===== src/rtl/parking_slot_allocator_if.sv =====
`default_nettype none
// ============================================================================
// Module      : parking_slot_allocator_if
// Description : Entry/exit request and status bundle of the parking slot
//               allocator.
// Revision    : 1.0 - initial release
// ============================================================================
interface parking_slot_allocator_if #(
    parameter int NUM_SLOTS = 8,
    parameter int SLOT_W    = 3,
    parameter int CNT_W     = 4
);
    logic                 entry_req;
    logic                 exit_req;
    logic [SLOT_W-1:0]    exit_slot;
    logic                 entry_grant;
    logic                 entry_deny;
    logic [SLOT_W-1:0]    park_number;
    logic                 gate_open;
    logic                 exit_err;
    logic [NUM_SLOTS-1:0] occupancy;
    logic [CNT_W-1:0]     free_count;
    logic                 full;

    modport master (
        output entry_req, exit_req, exit_slot,
        input  entry_grant, entry_deny, park_number, gate_open,
        input  exit_err, occupancy, free_count, full
    );

    modport slave (
        input  entry_req, exit_req, exit_slot,
        output entry_grant, entry_deny, park_number, gate_open,
        output exit_err, occupancy, free_count, full
    );
endinterface
`default_nettype wire


===== src/rtl/parking_slot_allocator.sv =====
`default_nettype none
// ============================================================================
// Module      : parking_slot_allocator
// Description : Allocates the lowest free parking bay on entry, times the
//               entry gate, and services bay releases with error reporting.
// Revision    : 1.0 - initial release
// ============================================================================
module parking_slot_allocator #(
    parameter int NUM_SLOTS   = 8,
    parameter int SLOT_W      = 3,
    parameter int CNT_W       = 4,
    parameter int GATE_CYCLES = 4
) (
    input  wire logic                  clk,
    input  wire logic                  rst,
    parking_slot_allocator_if.slave    bus
);

    localparam int                   c_TMR_W      = (GATE_CYCLES > 1) ? $clog2(GATE_CYCLES) : 1;
    localparam logic [c_TMR_W-1:0]   c_GATE_LOAD  = c_TMR_W'(GATE_CYCLES - 1);
    localparam logic [CNT_W-1:0]     c_ALL_FREE   = CNT_W'(NUM_SLOTS);

    typedef enum logic [0:0] {
        S_IDLE = 1'b0,
        S_GATE = 1'b1
    } state_t;

    state_t                 r_state;
    state_t                 w_next_state;
    logic [c_TMR_W-1:0]     r_gate_cnt;
    logic [c_TMR_W-1:0]     w_gate_cnt_nxt;
    logic [NUM_SLOTS-1:0]   r_occ;
    logic [NUM_SLOTS-1:0]   w_occ_nxt;
    logic [CNT_W-1:0]       r_free;
    logic [CNT_W-1:0]       w_free_nxt;
    logic [SLOT_W-1:0]      r_park;
    logic [SLOT_W-1:0]      w_free_idx;
    logic                   r_grant;
    logic                   r_deny;
    logic                   r_exit_err;
    logic                   w_grant;
    logic                   w_deny;
    logic                   w_full;
    logic [NUM_SLOTS-1:0]   w_grant_mask;
    logic [NUM_SLOTS-1:0]   w_exit_mask;
    logic                   w_exit_ok;

    assign w_full = (r_free == '0);

    // Isolate the lowest clear bit of the registered occupancy.
    assign w_grant_mask = ~r_occ & (r_occ + NUM_SLOTS'(1));

    always_comb begin
        w_free_idx  = '0;
        w_exit_mask = '0;
        for (int i = NUM_SLOTS - 1; i >= 0; i--) begin
            if (!r_occ[i]) begin
                w_free_idx = SLOT_W'(i);
            end
            w_exit_mask[i] = (SLOT_W'(i) == bus.exit_slot);
        end
    end

    // The mask only spans real bays, so an out-of-range index never hits.
    assign w_exit_ok = bus.exit_req && (|(r_occ & w_exit_mask));

    always_comb begin
        w_next_state   = r_state;
        w_gate_cnt_nxt = r_gate_cnt;
        w_grant        = 1'b0;
        w_deny         = 1'b0;
        case (r_state)
            S_IDLE: begin
                if (bus.entry_req) begin
                    if (!w_full) begin
                        w_grant        = 1'b1;
                        w_next_state   = S_GATE;
                        w_gate_cnt_nxt = c_GATE_LOAD;
                    end else begin
                        w_deny = 1'b1;
                    end
                end
            end
            S_GATE: begin
                if (r_gate_cnt == '0) begin
                    w_next_state = S_IDLE;
                end else begin
                    w_gate_cnt_nxt = r_gate_cnt - c_TMR_W'(1);
                end
            end
            default: begin
                w_next_state = S_IDLE;
            end
        endcase
    end

    always_comb begin
        w_occ_nxt = r_occ;
        if (w_grant) begin
            w_occ_nxt = w_occ_nxt | w_grant_mask;
        end
        if (w_exit_ok) begin
            w_occ_nxt = w_occ_nxt & ~w_exit_mask;
        end
        case ({w_grant, w_exit_ok})
            2'b10:   w_free_nxt = r_free - CNT_W'(1);
            2'b01:   w_free_nxt = r_free + CNT_W'(1);
            default: w_free_nxt = r_free;
        endcase
    end

    always_ff @(posedge clk or posedge rst) begin
        if (rst) begin
            r_state    <= S_IDLE;
            r_gate_cnt <= '0;
            r_occ      <= '0;
            r_free     <= c_ALL_FREE;
            r_park     <= '0;
            r_grant    <= 1'b0;
            r_deny     <= 1'b0;
            r_exit_err <= 1'b0;
        end else begin
            r_state    <= w_next_state;
            r_gate_cnt <= w_gate_cnt_nxt;
            r_occ      <= w_occ_nxt;
            r_free     <= w_free_nxt;
            r_grant    <= w_grant;
            r_deny     <= w_deny;
            r_exit_err <= bus.exit_req && !w_exit_ok;
            if (w_grant) begin
                r_park <= w_free_idx;
            end
        end
    end

    assign bus.entry_grant = r_grant;
    assign bus.entry_deny  = r_deny;
    assign bus.park_number = r_park;
    assign bus.gate_open   = (r_state == S_GATE);
    assign bus.exit_err    = r_exit_err;
    assign bus.occupancy   = r_occ;
    assign bus.free_count  = r_free;
    assign bus.full        = w_full;

endmodule
`default_nettype wire


===== src/flat_wrapper.sv =====
// flat-port wrapper written by rule: the top's interface ports become plain ports
module parking_slot_allocator_flat 
#(
    parameter int NUM_SLOTS   = 8,
    parameter int SLOT_W      = 3,
    parameter int CNT_W       = 4,
    parameter int GATE_CYCLES = 4
)
  (clk, rst, bus_entry_req, bus_exit_req, bus_exit_slot, bus_entry_grant, bus_entry_deny, bus_park_number, bus_gate_open, bus_exit_err, bus_occupancy, bus_free_count, bus_full);
  parking_slot_allocator_if #(.NUM_SLOTS(NUM_SLOTS), .SLOT_W(SLOT_W), .CNT_W(CNT_W)) bus_i ();
  input  wire logic clk;
  input  wire logic rst;
  input wire logic [$bits(bus_i.entry_req)-1:0] bus_entry_req;
  input wire logic [$bits(bus_i.exit_req)-1:0] bus_exit_req;
  input wire logic [$bits(bus_i.exit_slot)-1:0] bus_exit_slot;
  output wire logic [$bits(bus_i.entry_grant)-1:0] bus_entry_grant;
  output wire logic [$bits(bus_i.entry_deny)-1:0] bus_entry_deny;
  output wire logic [$bits(bus_i.park_number)-1:0] bus_park_number;
  output wire logic [$bits(bus_i.gate_open)-1:0] bus_gate_open;
  output wire logic [$bits(bus_i.exit_err)-1:0] bus_exit_err;
  output wire logic [$bits(bus_i.occupancy)-1:0] bus_occupancy;
  output wire logic [$bits(bus_i.free_count)-1:0] bus_free_count;
  output wire logic [$bits(bus_i.full)-1:0] bus_full;
  assign bus_i.entry_req = bus_entry_req;
  assign bus_i.exit_req = bus_exit_req;
  assign bus_i.exit_slot = bus_exit_slot;
  assign bus_entry_grant = bus_i.entry_grant;
  assign bus_entry_deny = bus_i.entry_deny;
  assign bus_park_number = bus_i.park_number;
  assign bus_gate_open = bus_i.gate_open;
  assign bus_exit_err = bus_i.exit_err;
  assign bus_occupancy = bus_i.occupancy;
  assign bus_free_count = bus_i.free_count;
  assign bus_full = bus_i.full;
  parking_slot_allocator #(.NUM_SLOTS(NUM_SLOTS), .SLOT_W(SLOT_W), .CNT_W(CNT_W), .GATE_CYCLES(GATE_CYCLES)) u_core (.clk(clk), .rst(rst), .bus(bus_i));
endmodule

===== config.mk =====
export PLATFORM = sky130hd
export DESIGN_NAME = parking_slot_allocator_flat
export DESIGN_NICKNAME = d
export VERILOG_FILES = /design/src/rtl/parking_slot_allocator_if.sv /design/src/rtl/parking_slot_allocator.sv /design/src/flat_wrapper.sv
export SDC_FILE = /design/constraint.sdc
export NUM_CORES = 1
export LEC_CHECK = 0
export CORE_MARGIN = 2
export CORE_UTILIZATION = 35
export DETAILED_ROUTE_END_ITERATION = 8
export MAX_ROUTING_LAYER = met4
export PLACE_DENSITY = 0.68
export SLEW_MARGIN = 20
export SYNTH_ARGS = -nofsm -noshare
export SYNTH_HDL_FRONTEND = slang
export SYNTH_SLANG_ARGS = --single-unit

===== constraint.sdc =====
create_clock -name clk -period 3.7 [get_ports clk]
set_input_delay 0.37 -clock clk [delete_from_list [all_inputs] [get_ports clk]]
set_output_delay 0.37 -clock clk [all_outputs]
set_load 0.01 [all_outputs]

==> metrics.cfg, run 1 <==
[synth]
postSynthCellCount=102
synth.net_count=114
syn_avg_cell_area_um2=10.6
ys_seq_area_frac=0.489
synth_warnings=0
synth.distinct_cells=30
ys_ff_latch=21
netlist_area_mm2=0.00108

[timing]
grt_setup_unrepaired=no
hold_viol=0
tns_ns=0
skew_ns=0.00273
setup_viol=0
whs_ns=0.486
layout_min_cycle_time_ns=2.72
finalWorstSetupSlack_ns=0.978
report.final.slew_viol_count=0
fmax_ghz=0.367
finalCritPeriodShare=0.736
worstMarginPinSlew_ns=0.802
slew_headroom=0.465

[power_and_ir_drop]
switching_share=0.387
p_int_mw=0.621
p_clk_frac=0.117
max-vdd-ir-drop_v=0.000281
power_mw=1.01
p_leak_nw=0.579
power_frac_seq=0.423
netSwitchingPower_mw=0.392
power.density_mw_per_mm2=727
pwr-share-comb=0.460

[status]
outcome=complete, no violations

[cts]
holdBufCountCts=0
clk_latency_ns=0.32
cts_inserted_buffers=3
clock_path_buffers=2
cts.sinks=21
cts_setup_buffers=0
h-tree-depth=1
cts_tree=done
clock_tree.root_cell=clkbuf_4
path_clk_slew_ns=0.12
post_cts_resize_count=0

[setup_path]
r2r_start=u_core.bus.free_count[0]$_DFFE_PP0P_
rrSetupSlack_ns=1.17
timing.critical_path.arrival_ns=2.98
crit_type=in -> reg
crit_path_end_kind=register
cp.required_ns=3.96
rr_endpoint=u_core.bus.free_count[3]$_DFFE_PP1P_
crit_path_max_fanout=7
rr_worst_depth=10
start_kind=input pin

[layout]
nNetsFinal=143
fin_area_mm2=0.00139
syn_to_final_growth_pct=29.4
antenna_cells=0
utilization=0.468
drive_gt1_frac=0.0615
fin_cells=163

[routing]
wire_per_inst_um=14.4
num_vias=872
ant_nets=0
first_iter_violations=23
firstDrtPassIters=4
drc=0
post_drt_via_cell_ratio=5.35
wirelength_um=2350

[grt]
grt_max_degree=22
track_usage=0.157
grt_pass1_wl_um=3900
grt_pass1_vias=849
antenna_found_initial=0
grt_overflow=0

[floorplanning]
die_h_um=59.5
die_area_mm2=0.00354
start_util=0.362
core_mm2=0.00298
rows=20
io-pin-count=27
die_x_um=59.5

[flow_run]
drv_cap=0

[place]
dp_slack_ns=0.625
placed_cells=159
portBuffers=26
place_area_mm2=0.00136
dpl.hpwl_um=1770
gp_congestion=0.879

[min_path]
min_path_type=in -> async

## placed cells by master, fill, tap and decap left out, types with 2 or more instances in the layout
cell type and instances:
clkdlybuf4s50_1 26, nand2_1 10, o21ai_0 17, nor2b_1 2, nand2b_1 4, nor3_1 4
xnor2_1 3, dfrtp_1 20, a31oi_1 2, a21oi_1 5, inv_1 7, ha_1 4
clkbuf_4 3, nand3_1 3, o31ai_1 3, mux4_1 2
## Yosys cell counts
| cell type | count | area, um^2 |
|---|---|---|
| mux2i_1 | 1 | 10.0 |
| nor4_4 | 1 | 21.3 |
| o31ai_1 | 3 | 22.5 |
| and2_1 | 1 | 6.26 |
| buf_6 | 1 | 11.3 |
| clkbuf_1 | 1 | 3.75 |
| and3b_1 | 1 | 8.76 |
| a41o_1 | 1 | 10.0 |
| or2b_1 | 1 | 7.51 |
| and3_1 | 1 | 6.26 |
| a31oi_1 | 2 | 12.5 |
| nand4_1 | 1 | 6.26 |
| inv_1 | 7 | 26.3 |
| dfrtp_1 | 20 | 500 |
| fa_1 | 1 | 20.0 |
| nand2b_1 | 4 | 25.0 |
| nor2_2 | 1 | 6.26 |
| mux4_1 | 2 | 52.6 |
| nand2_1 | 10 | 37.5 |
| a21oi_1 | 5 | 25.0 |
| nor3_1 | 4 | 20.0 |
| o21ai_0 | 17 | 85.1 |
| nor2_1 | 1 | 3.75 |
| xnor2_1 | 3 | 26.3 |
| nor2b_1 | 2 | 12.5 |
| o21bai_1 | 1 | 7.51 |
| nand3_1 | 3 | 15.0 |
| ha_1 | 4 | 50.1 |
| dfstp_2 | 1 | 26.3 |
| mux2_2 | 1 | 11.3 |
## power groups by stage
stage,logic (mW),clock network (mW),registers (mW)
2_1_floorplan,0.242,0,0.439
3_3_place_gp,0.451,0,0.430
3_5_place_dp,0.470,0,0.434
4_1_cts,0.470,0.125,0.431
5_1_grt,0.517,0.135,0.447
6_report,0.466,0.119,0.429
## registers in the layout, indices dropped and copies added (netlist names)
| register | cells |
|---|---|
| u_core.r_gate_cnt | 2 |
| u_core.bus.exit_err | 1 |
| u_core.bus.entry_grant | 1 |
| u_core.bus.occupancy | 8 |
| u_core.bus.park_number | 3 |
| u_core.bus.entry_deny | 1 |
| u_core.bus.free_count | 4 |
| u_core.bus.gate_open | 1 |
## worst max-delay path: stages
cell and delay (ns):
clkdlybuf4s50_1 0.59, mux4_1 0.57, mux2i_1 0.18, nor2b_1 0.07, ha_1 0.17, inv_1 0.14, ha_1 0.29, a21oi_1 0.16
a21oi_1 0.09, o21bai_1 0.19, xnor2_1 0.14
## how the worst max path moves through the flow
stage | start | to | slack (ns) | cells after the start
floorplan | u_core.bus.occupancy[4]$_DFF_PP0_ | u_core.bus.free_count[3]$_DFFE_PP1P_ | 1.30 | 11
global placement | bus_exit_slot[0] | u_core.bus.free_count[3]$_DFFE_PP1P_ | 0.77 | 11
detailed placement | bus_exit_slot[0] | u_core.bus.free_count[3]$_DFFE_PP1P_ | 0.62 | 11
CTS | bus_exit_slot[0] | u_core.bus.free_count[3]$_DFFE_PP1P_ | 0.98 | 11
global route | bus_exit_slot[0] | u_core.bus.free_count[3]$_DFFE_PP1P_ | 0.78 | 11
finish | bus_exit_slot[0] | u_core.bus.free_count[3]$_DFFE_PP1P_ | 0.98 | 11
## cell families after synthesis
kind of cell / synth area share
AND/OR/NAND/NOR: 0.164
flip-flops: 0.489
buffers and inverters: 0.0383
XOR/XNOR: 0.0244
AO/OA/AOI/OAI: 0.151
adder cells (fa/ha/maj): 0.0650
multiplexers: 0.0685
## per-layer routing
| metal | track usage | routed length [um] | up-vias |
|---|---|---|---|
| li1 | - | - | 419 |
| met1 | 0.185 | 1040 | 422 |
| met2 | 0.259 | 1160 | 28 |
| met3 | 0.0262 | 99 | 3 |
| met4 | 0.0779 | 44 | 0 |
| met5 | - | 0 | - |
## cell type report
cell class                 instances  area (um^2)
clock buffer                       3         22.5
inverter                           7         26.3
timing repair buffer              26          260
tap                               33         41.3
sequential                        21          527
multi-input combinational         72          509
fill                             306         1580
clock inverter                     1         7.51
(Power assumes the default switching activity.)
==> inputs of run 2 (changes only) <==
==> constraint.sdc (replaced) <==
create_clock -name clk -period 2.8 [get_ports clk]
set_input_delay 0.28 -clock clk [delete_from_list [all_inputs] [get_ports clk]]
set_output_delay 0.28 -clock clk [all_outputs]
set_load 0.01 [all_outputs]
==> run 2 against run 1 <==
  * Routed wire length increased by 6.0%
  * Setup slack lost 0.75 ns
  * Largest power group unchanged
  * Utilization grew 1.2 points
==> metrics.cfg, run 2 (synthesized netlist as in run 1, its figures left out) <==
[grt]
grt_overflow=0
track_usage=0.158
grt_pass1_wl_um=4110
grt_pass1_vias=936
antenna_found_initial=0
grt_max_degree=22

[floorplanning]
rows=20
die_x_um=59.5
die_h_um=59.5
core_mm2=0.00298
io-pin-count=27
start_util=0.362
die_area_mm2=0.00354

[routing]
firstDrtPassIters=4
first_iter_violations=15
ant_nets=0
post_drt_via_cell_ratio=5.48
wire_per_inst_um=14.9
num_vias=915
wirelength_um=2490
drc=0

[layout]
syn_to_final_growth_pct=32.8
nNetsFinal=147
largest_reg_flops=8
final_common_cell=clkdlybuf4s50_1
drive_gt1_frac=0.0970
fin_cells=167
final_cell_mix=clkdlybuf4s50_1 (25), dfrtp_1 (20), o21ai_0 (17), nand2_1 (10), inv_1 (7)
antenna_cells=0
utilization=0.480

[place]
gp_congestion=0.852
placed_cells=163
dpl.hpwl_um=1920
portBuffers=26

[setup_path]
slowest_stage=dfrtp_1
start_kind=register
cp.required_ns=3.02
timing.critical_path.arrival_ns=2.79
worst_path_largest_cell_delay_ns=0.48
crit_buf_inv=2
crit_path_max_fanout=7
crit_chain=nor4_4 -> nor2_2 -> inv_1 -> ha_1 -> inv_1 -> ha_1 -> nand3_1 -> and3_1 -> o21bai_1 -> xnor2_1
cp_top_family=simple AND/OR/NAND/NOR gates
crit_path_end_kind=register
crit_type=reg -> reg

[power_and_ir_drop]
max-vdd-ir-drop_v=0.000434
power.density_mw_per_mm2=959
p_leak_nw=0.608

[flow_run]
drv_cap=0

[timing]
whs_ns=0.401
slew_headroom=0.478
finalCritPeriodShare=0.917
layout_min_cycle_time_ns=2.57
skew_ns=0.0143
report.final.slew_viol_count=0
worstMarginPinSlew_ns=0.782
setup_viol=0
grt_setup_unrepaired=no
fmax_ghz=0.389
hold_viol=0
tns_ns=0

[cts]
clock_path_buffers=2
cts_setup_buffers=0
h-tree-depth=1
cts_tree=done
cts_inserted_buffers=3
cts.sinks=21
holdBufCountCts=0
clock_tree.root_cell=clkbuf_4
clk_latency_ns=0.31
path_clk_slew_ns=0.13

[status]
outcome=complete, no violations

[min_path]
min_path_type=in -> async

## run 2: cell count changes in the layout (fill, tap and decap cells not counted), sizes merged
cell / before / now
buf: 0 / 4
clkdlybuf4s50: 26 / 25
dlymetal6s2s: 0 / 1
## run 2: timing repair
item / CTS / global route
gates resized for setup: 0 / 2
endpoints found under the setup margin: 0 / 1
hold endpoints to repair: 0 / 0
## run 2: stage by stage
stage               setup slack, ns  area (um^2)  power (mW)
floorplan                     0.404         1080       0.901
global placement             0.0260         1390        1.18
detailed placement           -0.185         1390        1.23
CTS                           0.120         1420        1.38
global route                0.00170         1430        1.49
finish                        0.231         1430        1.37
## run 2: worst register-to-register path: stages, from the launching register on
cell,delay [ns]
dfrtp_1,0.48
nor4_4,0.40
nor2_2,0.14
inv_1,0.20
ha_1,0.18
inv_1,0.08
ha_1,0.35
nand3_1,0.12
and3_1,0.20
o21bai_1,0.18
xnor2_1,0.16
## run 2: per-layer routing
metal / GRT usage / vias to the layer above / share of wire
li1: - / 427 / -
met1: 0.204 / 454 / 0.44
met2: 0.270 / 29 / 0.51
met3: 0.0197 / 5 / 0.037
met4: 0.0292 / 0 / 0.0097
met5: - / - / 0
## run 2: area by class of cell
type                       instances  area, um^2
tap                               33        41.3
timing repair buffer              30         293
sequential                        21         527
clock buffer                       3        22.5
clock inverter                     1        7.51
inverter                           7        26.3
multi-input combinational         72         513
fill                             291        1550
## run 2: worst paths after layout
kind,from,to,slack [ns],depth (start not counted)
setup / recovery,u_core.bus.free_count[1]$_DFFE_PP0P_,u_core.bus.free_count[3]$_DFFE_PP1P_,0.23,10
hold / removal,rst,u_core.bus.entry_deny$_DFF_PP0_,0.40,2
setup reg to reg,u_core.bus.free_count[1]$_DFFE_PP0P_,u_core.bus.free_count[3]$_DFFE_PP1P_,0.23,10
hold reg to reg,u_core.bus.park_number[1]$_DFFE_PP0N_,u_core.bus.park_number[1]$_DFFE_PP0N_,0.50,2
max in group asynchronous,rst,u_core.bus.exit_err$_DFF_PP0_,1.90,2
min in group clk,bus_exit_slot[0],u_core.bus.occupancy[0]$_DFF_PP0_,0.44,4
## run 2: power breakdown
part | total, mW | internal, mW | switching [mW]
Sequential | 0.557 | 0.419 | 0.138
Combinational | 0.667 | 0.364 | 0.303
Clock | 0.148 | 0.0544 | 0.0938
Total | 1.37 | 0.837 | 0.534
==> inputs of run 3 (changes only) <==
--- a/config.mk
+++ b/config.mk
@@ -5,12 +5,13 @@
 export SDC_FILE = /design/constraint.sdc
 export NUM_CORES = 1
 export LEC_CHECK = 0
+export ABC_CLOCK_PERIOD_IN_PS = 2800
+export CAP_MARGIN = 10
 export CORE_MARGIN = 2
 export CORE_UTILIZATION = 35
 export DETAILED_ROUTE_END_ITERATION = 8
 export MAX_ROUTING_LAYER = met4
 export PLACE_DENSITY = 0.68
-export SLEW_MARGIN = 20
 export SYNTH_ARGS = -nofsm -noshare
 export SYNTH_HDL_FRONTEND = slang
 export SYNTH_SLANG_ARGS = --single-unit
==> results of run 3 <==
The final DEF is identical to that of run 2; final timing and power are the same.
